File: config.mk
export PLATFORM = sky130hd
export DESIGN_NAME = result_drain
export DESIGN_NICKNAME = d
export VERILOG_FILES = /design/src/rtl/result_drain_pkg.sv /design/src/rtl/result_drain_sync_fifo.sv /design/src/rtl/result_drain.sv
export SDC_FILE = /design/constraint.sdc
export NUM_CORES = 1
export LEC_CHECK = 0
export ABC_AREA = 1
export BUFFER_PORTS_ARGS = -buffer_cell sky130_fd_sc_hd__buf_2
export CORE_ASPECT_RATIO = 0.8
export CORE_MARGIN = 10
export CORE_UTILIZATION = 32
export CTS_CLUSTER_SIZE = 24
export DETAILED_ROUTE_END_ITERATION = 6
export GPL_ROUTABILITY_DRIVEN = 0
export GPL_TIMING_DRIVEN = 0
export SLEW_MARGIN = 10
export SYNTH_ARGS = -nofsm -noshare
export SYNTH_HDL_FRONTEND = slang
export SYNTH_SLANG_ARGS = --single-unit
File: constraint.sdc
create_clock -name clk -period 3.55 [get_ports clk]
set_input_delay 0.1775 -clock clk [delete_from_list [all_inputs] [get_ports clk]]
set_output_delay 0.1775 -clock clk [all_outputs]
set_load 0.02 [all_outputs]
File: src/rtl/result_drain_pkg.sv
// Shared types and helpers for the result_drain block.
// The checksum helper is only referenced when RESULT_DRAIN_CHECKSUM_EN is defined.
package result_drain_pkg;

    localparam int RD_DATA_W = 32;

    typedef enum logic [1:0] {
        ST_IDLE    = 2'd0,
        ST_COLLECT = 2'd1,
        ST_FLUSH   = 2'd2,
        ST_DONE    = 2'd3
    } drain_state_t;

    // Rotate-left-by-one then XOR in the new word.
    function automatic logic [RD_DATA_W-1:0] checksum_next(
        input logic [RD_DATA_W-1:0] sum,
        input logic [RD_DATA_W-1:0] word
    );
        return {sum[RD_DATA_W-2:0], sum[RD_DATA_W-1]} ^ word;
    endfunction

endpackage

File: src/rtl/result_drain_sync_fifo.sv
// First-word-fall-through synchronous FIFO with wrap-bit pointers.
// rdata reads as zero while the FIFO is empty.
module sync_fifo #(
    parameter int DATA_W = 32,
    parameter int DEPTH  = 8
) (
    input  logic              clk,
    input  logic              rst,
    input  logic              push,
    input  logic [DATA_W-1:0] wdata,
    input  logic              pop,
    output logic [DATA_W-1:0] rdata,
    output logic              full,
    output logic              empty
);

    localparam int AW = $clog2(DEPTH);

    logic [DATA_W-1:0] mem [DEPTH];
    logic [AW:0]       wr_ptr;
    logic [AW:0]       rd_ptr;
    logic              do_push;
    logic              do_pop;

    // Equal index with differing wrap bit means the writer lapped the reader.
    assign full    = (wr_ptr[AW] != rd_ptr[AW]) && (wr_ptr[AW-1:0] == rd_ptr[AW-1:0]);
    assign empty   = (wr_ptr == rd_ptr);
    assign do_push = push && !full;
    assign do_pop  = pop && !empty;
    assign rdata   = empty ? '0 : mem[rd_ptr[AW-1:0]];

    always_ff @(posedge clk or posedge rst) begin
        if (rst) begin
            wr_ptr <= '0;
            rd_ptr <= '0;
        end else begin
            if (do_push) wr_ptr <= wr_ptr + (AW+1)'(1);
            if (do_pop)  rd_ptr <= rd_ptr + (AW+1)'(1);
        end
    end

    always_ff @(posedge clk) begin
        if (do_push) mem[wr_ptr[AW-1:0]] <= wdata;
    end

endmodule

File: src/rtl/result_drain.sv
// Result stream drain: collects an armed number of words into a FIFO and replays them downstream.
// Optional running checksum enabled by defining RESULT_DRAIN_CHECKSUM_EN.
module result_drain
    import result_drain_pkg::*;
#(
    parameter int DATA_W = RD_DATA_W,
    parameter int DEPTH  = 8,
    parameter int CNT_W  = 16
) (
    input  logic              clk,
    input  logic              rst,
    input  logic              start,
    input  logic [CNT_W-1:0]  expected_count,
    input  logic              in_valid,
    input  logic [DATA_W-1:0] in_data,
    output logic              in_ready,
    output logic              out_valid,
    output logic [DATA_W-1:0] out_data,
    input  logic              out_ready,
    output logic              busy,
    output logic              done,
    output logic              stray,
    output logic [CNT_W-1:0]  word_count,
    output logic [DATA_W-1:0] checksum,
    output drain_state_t      state
);

    // Handshake: a word moves on a rising edge where valid && ready are both high;
    // valid never depends on ready, and ready/valid here depend only on registered state.
    logic              fifo_full;
    logic              fifo_empty;
    logic              accept;
    logic              pop;
    logic [CNT_W-1:0]  expected_q;
    logic [CNT_W-1:0]  word_count_q;
    logic              stray_q;
    logic              done_q;

    assign in_ready   = (state == ST_COLLECT) && !fifo_full;
    assign accept     = in_valid && in_ready;
    assign out_valid  = !fifo_empty;
    assign pop        = out_valid && out_ready;
    assign busy       = (state == ST_COLLECT) || (state == ST_FLUSH);
    assign done       = done_q;
    assign stray      = stray_q;
    assign word_count = word_count_q;

    sync_fifo #(
        .DATA_W (DATA_W),
        .DEPTH  (DEPTH)
    ) u_fifo (
        .clk   (clk),
        .rst   (rst),
        .push  (accept),
        .wdata (in_data),
        .pop   (pop),
        .rdata (out_data),
        .full  (fifo_full),
        .empty (fifo_empty)
    );

    always_ff @(posedge clk or posedge rst) begin
        if (rst) begin
            state        <= ST_IDLE;
            expected_q   <= '0;
            word_count_q <= '0;
            stray_q      <= 1'b0;
            done_q       <= 1'b0;
        end else begin
            done_q <= (state == ST_DONE);
            if (in_valid && state != ST_COLLECT) stray_q <= 1'b1;
            case (state)
                ST_IDLE: begin
                    // An accepted start clears stray even if in_valid is high this cycle.
                    if (start) begin
                        expected_q   <= expected_count;
                        word_count_q <= '0;
                        stray_q      <= 1'b0;
                        state        <= (expected_count == '0) ? ST_DONE : ST_COLLECT;
                    end
                end
                ST_COLLECT: begin
                    if (accept) begin
                        word_count_q <= word_count_q + CNT_W'(1);
                        if (word_count_q + CNT_W'(1) == expected_q) state <= ST_FLUSH;
                    end
                end
                ST_FLUSH: begin
                    if (fifo_empty) state <= ST_DONE;
                end
                ST_DONE: begin
                    state <= ST_IDLE;
                end
                default: state <= ST_IDLE;
            endcase
        end
    end

`ifdef RESULT_DRAIN_CHECKSUM_EN
    logic [DATA_W-1:0] checksum_q;

    always_ff @(posedge clk or posedge rst) begin
        if (rst) begin
            checksum_q <= '0;
        end else if (state == ST_IDLE && start) begin
            checksum_q <= '0;
        end else if (accept) begin
            checksum_q <= checksum_next(checksum_q, in_data);
        end
    end

    assign checksum = checksum_q;
`else
    assign checksum = '0;
`endif

endmodule

; Word-level counts from Yosys, hierarchy flattened
; Memory sizes are Yosys's and may differ from the RTL's.
; Cells that the tools add are included.
[classes]
n_mux = 15
eq_ne = 12
add_sub_neg = 3
n_reduce_logical = 16
[op_table]
columns = op, count
row1 = 16-bit two-way mux, 2
row2 = 32-bit two-way mux, 1
row3 = 16-bit case mux with 2 select lines, 1
row4 = 16-bit by 1-bit adder with 16-bit output (second input constant), 1
row5 = 16-bit equality test, 1
row6 = 16-bit logical NOT, 1
row7 = 2-bit two-way mux, 5
row8 = 4-bit by 1-bit adder with 4-bit output (second input constant), 2
row9 = 2-bit by 1-bit inequality test with 1-bit output (second input constant), 4
row10 = 2-bit case mux with 4 select lines, 1
row11 = 1-bit logical AND, 7
row12 = 1-bit two-way mux, 5
row13 = 2-bit equality test (second input constant), 2
row14 = 4-bit equality test, 1
row15 = 4-bit AND reduction, 1
row16 = 3-bit equality test, 1
row17 = 3-bit AND reduction, 1
row18 = 2-bit by 1-bit equality test with 1-bit output (second input constant), 1
row19 = 1-bit logical NOT, 2
row20 = 2-bit logical NOT, 1
row21 = 2-bit inequality test (second input constant), 1
row22 = 2-bit AND reduction, 1
row23 = 2-bit nonzero test, 1
row24 = 1-bit logical OR, 1
row25 = 1-bit inequality test, 1
[totals]
wordCells = 54
inputBits = 53
memories = 1
output_inout_bits = 87
mem_bits_rw = 256
regBits = 44
[mem_list]
columns = memory, words, width, read_ports, rd_ports_with_merged_regs, wr, line
row1 = u_fifo.mem, 8, 32, 1, 0, 1, result_drain_sync_fifo.sv:19  ; logic [DATA_W-1:0] mem [DEPTH];

; Longest topological paths before layout
[logic_depth]
depth_word = 8
mapped_depth = 16
depth_no_buf = 16

; By module
; A second synthesis with hierarchy kept.
[hier_totals]
cells_unflattened = 1253
area_unflattened_um2 = 13125.1
[by_module_without_submodules]
columns = mod, area_per_inst_um2, cells_per_inst, seq_area_each_um2, instances
row1 = sync_fifo, 10682.7, 910, 7887.6, 1
row2 = result_drain, 2442.3, 343, 900.9, 1

; Worst setup path before layout
; Ideal clock, no wire load.
[synth_path]
path_kind = register to register
startpoint = reg state[1]
endpoint = mem u_fifo.mem[0][0], enable pin
t_required_ns = 3.129
setup_ns = 0.421
t_arrival_ns = 2.837
slack_ns = 0.292
path_stages_with_launch = 9
n_path_buf = 1
period_less_slack_ns = 3.258
path_cell_list = dfrtp_1 > inv_1 > ha_1 > buf_2 > nand2_1 > inv_2 > nand2_2 > or2_2 > nor2_1
[synth_between]
elab_chain_len = 6
[synth_rtl]
columns = item, line
row1 = "start, declared", result_drain.sv:25  ; output drain_state_t state
row2 = "start signal, assigned", result_drain.sv:79  ; state <= (expected_count == '0) ? ST_DONE : ST_COLLECT;
row3 = 2-bit by 1-bit equality test with 1-bit output, result_drain.sv:39  ; assign in_ready = (state == ST_COLLECT) && !fifo_full;
row4 = 1-bit logical AND, result_drain.sv:39
row5 = via in_ready, result_drain.sv:16  ; output logic in_ready,
row6 = 1-bit logical AND, result_drain.sv:40  ; assign accept = in_valid && in_ready;
row7 = 1-bit logical AND, result_drain_sync_fifo.sv:28  ; assign do_push = push && !full;
row8 = 1-bit two-way mux, result_drain_sync_fifo.sv:43  ; if (do_push) mem[wr_ptr[AW-1:0]] <= wdata;
row9 = 1-bit two-way mux (not written as such), result_drain_sync_fifo.sv:43
row10 = "end, declared", result_drain_sync_fifo.sv:19
; The timed path passes the listed nets, and every way through them passes these cells.

; Worst setup path after layout
[layout_path]
startpoint = reg u_fifo.rd_ptr[0]
endpoint = out out_data[22]
[layout_between]
elab_chain_len = 2
elab_cells_between_ends = 3
cone_classes = eq/ne: 1 / mux: 1 / memory: 1
[layout_rtl]
columns = item, line
row1 = "start, declared", result_drain_sync_fifo.sv:21  ; logic [AW:0] rd_ptr;
row2 = "start signal, assigned", result_drain_sync_fifo.sv:38  ; if (do_pop) rd_ptr <= rd_ptr + (AW+1)'(1);
row3 = memory 8 x 32 bit / 4-bit equality test (equally long branches), --
row4 = 32-bit two-way mux *, result_drain_sync_fifo.sv:30  ; assign rdata = empty ? '0 : mem[rd_ptr[AW-1:0]];
row5 = "end, declared", result_drain.sv:18  ; output logic [DATA_W-1:0] out_data,
; Mark *: on every way between the ends. The rest lies on a longest branch, timed or not.

==> impl_results.md <==
* Critical Path Sink Type: primary output
* Die area at 48,610 µm²
* Vias/cell at approximately 4.8
* CP max FO at 10
* Post-layout min period at 3.266 ns
* Hold WC Path Type: in -> reg
* DIE WIDTH at 244.0 µm
* Leak at between 5 and 6 nW
* Initial core utilization at 0.3250
* Vias in the first global route at 9,077
* Num rows at between 60 and 70
* # H-tree levels at 1
* Drt wl/cell at roughly 18 µm
* Syn Inst Count at approximately 1,200
* Unrepaired setup endpoints after global routing: no
* DP Worst Slack at 0.6674 ns
* Initial antenna violation count at 2
* Actual slew at the worst max-slew pin at around 0.85 ns
* Overflow after GRT at 0
* Core area at 39,530 µm²
* Nets at between 1,000 and 1,500
* Final Skew at a little over 0.01 ns
* Synth warn at 0
* Area occupied by multi-input gates at about 3500 µm²
* Worst vdd ir at roughly 0.00045 V
* CTS clk-pin slew, worst paths at about 0.060 ns
* Drt first pass iters at 5
* Worst Setup Start Kind: flip-flop
* Status: complete, no violations
* Yosys cell types at 30
* Reg2reg setup slack at ~0.69 ns
* Post-CTS setup buffers at 0
* Crit Path Class: reg -> out
* PortBufs at 107
* ANT nets after route at 0
* Layout cell share with drive strength beyond 1 at 0.1591
* Final Setup Violations at 0
* Yosys top cell by area: edfxtp_1
* Total GRT Usage at 0.1408
* First-pass GRT wire length at between 50,000 and 60,000 µm
* Pin count of the biggest net entering global routing at 35
* Clk_lat worst skew at around 0.58 ns
* DR vias at around 9,300
* Fillers at 3,779
* Max-cap violation count at 0
* Pwr Total at 12.71 mW
* Final WS setup at between 0.2 and 0.3 ns
* Final period util at 0.9199
* Crit path arrival time at roughly 3.1 ns
* Number of synthesized register bits at 300
* Worst r2r path cells at 10
* CTS hold repair buffers at 51
* Post-synthesis sequential area ratio at 0.6841
* Root buffer cell: clkbuf_16
* Area growth syn-to-layout at 24.18%
* Slew margin rel. at 0.4308
* Detailed Route WL at 35,290 µm
* Fin. Hold Viols at 0
* Post-Syn Area at around 13,000 µm²
* Power per cell area at between 700 and 800 nW/µm²
* Hold endpoint: expected_q[14]
* Num CTS Buffers at 31
* Top Ports at 140
* Number of remaining DRC errors at 0
* Synth area leaders: edfxtp_1, dfrtp_1, o21ai_0
* Worst R2R Start: state[1]
* # resized after CTS at 0
* TritonCTS clock tree: yes
* Clock Sinks at 300
* 1st-iter DRT viols at between 700 and 800
* Clock Path Buffers at 3
* Chip Height at about 200 µm
* Hold path cells at 4
* Final Max Slew Viols at 0
* HPWL after DPL at about 24,000 µm
* Min-delay src: start
* F_max at about 310 MHz
* WP data required at 3.37 ns
* Reg-to-reg endpoint: u_fifo.mem[7][16]
* Synth top area share at 0.5984
* Sequential cell area at 8788 µm²
* Syn_area_per_cell at between 10 and 15 µm²
==> cell type report <==
cell class | instances | share of cell area
Multi-Input combinational cell | 736 | 0.2222
Buffer | 91 | 0.02957
Clock buffer | 39 | 0.05051
Tap cell | 536 | 0.04204
Sequential cell | 300 | 0.5509
Inverter | 58 | 0.01365
Timing Repair Buffer | 167 | 0.07969
Clock inverter | 17 | 0.01129
Antenna cell | 1 | 0.0001569
==> synthesized netlist by cell type <==
cell      number
dfrtp_1       44
nand2_4        1
nor3_1         3
a31oi_1       32
nor2_1       220
o21ai_1        1
o31ai_1        2
buf_1          4
inv_2          2
nor2_4         4
nor2_2         3
nand3_1       46
inv_1         56
edfxtp_1     256
buf_2          5
buf_4         33
nand2_1      117
conb_1         1
nor4_1         1
clkbuf_1      49
o22ai_1       32
xnor2_1        4
nand2_2        6
ha_1           8
xor2_1         7
a21oi_1        3
nand4_1       18
nand3b_1       3
o21ai_0      191
or2_2          2
==> worst max-delay path, stage by stage (launching register included) <==
cell      delay (ns)
dfrtp_1         0.51
inv_1           0.17
buf_2           0.22
clkbuf_1        0.45
clkbuf_1        0.48
o21ai_0         0.18
a31oi_1         0.26
buf_2           0.21
==> cells in the final DEF (no fill, tap or decap), types with 2 or more instances in the layout <==
master	Yosys	final
nand4_1	18	18
inv_1	56	55
o21ai_0	191	191
nor2_2	3	3
buf_16	0	6
bufinv_16	0	3
dfrtp_1	44	44
conb_1	1	32
nor2_1	220	212
clkinv_1	0	5
edfxtp_1	256	256
nand3_1	46	46
a21oi_1	3	3
nand2_1	117	117
or2_2	2	2
clkinvlp_4	0	3
nand2_2	6	6
nor2_4	4	12
inv_2	2	3
buf_4	33	33
dlygate4sd3_1	0	51
o31ai_1	2	2
ha_1	8	8
clkbuf_16	0	31
nand3b_1	3	3
o22ai_1	32	32
buf_2	5	112
nor3_1	3	3
clkbuf_1	49	57
buf_1	4	4
a31oi_1	32	32
buf_12	0	3
clkinv_2	0	4
xnor2_1	4	4
xor2_1	7	7
==> stage by stage <==
step	setup TNS [ns]	cells	area, µm²	hold WS, ns	util
final	0	1945	15950	0.03043	0.4036
after global routing	0	1944	15950	0.08436	0.4035
after CTS	0	1944	15950	0.01291	0.4035
after detailed placement	0	1837	14450	0.1360	0.3657
after global placement	-231.52	1828	14170	0.3997	0.3585
after floorplan	0	1185	12960	0.2764	-
==> kinds of logic after synthesis <==
kind of cell,Yosys count,share of synthesized area
simple gates,424,0.1383
flops,300,0.6841
compound gates,261,0.1083
buf+inv,149,0.05367
xor+xnor,11,0.007500
fa+ha+maj,8,0.007792
other cells,1,0.0002919
==> how the worst max path moves through the flow <==
stage                     startpoint                 to  depth (start not counted)
floorplan                   state[1]   u_fifo.mem[0][0]                          8
CTS                 u_fifo.rd_ptr[0]       out_data[29]                          7
global placement            state[1]  u_fifo.mem[7][17]                          9
global route        u_fifo.rd_ptr[0]       out_data[23]                          7
detailed placement          state[1]  u_fifo.mem[7][15]                         10
finish              u_fifo.rd_ptr[0]       out_data[22]                          7
==> metal layers <==
layer | up-vias | routed length (µm) | GRT usage
li1 | 4485 | - | -
met1 | 4485 | 15820 | 0.1935
met2 | 318 | 16430 | 0.2276
met3 | 47 | 2500 | 0.02722
met4 | 2 | 534 | 0.02939
met5 | - | 7 | 0
==> where the power goes <==
group,leakage (nW),switching [mW],internal [mW],total (mW)
clock network,0.472,1.36,1.83,3.19
registers,2.87,0.204,4.22,4.43
logic,2.55,3.60,1.49,5.09
==> registers in the layout, summed over array words and instances (netlist names) <==
signal	count
u_fifo.rd_ptr	4
state	2
expected_q	16
word_count	16
done	1
u_fifo.wr_ptr	4
u_fifo.mem	256
stray	1
Note: power is estimated with default switching activity, not from simulation.
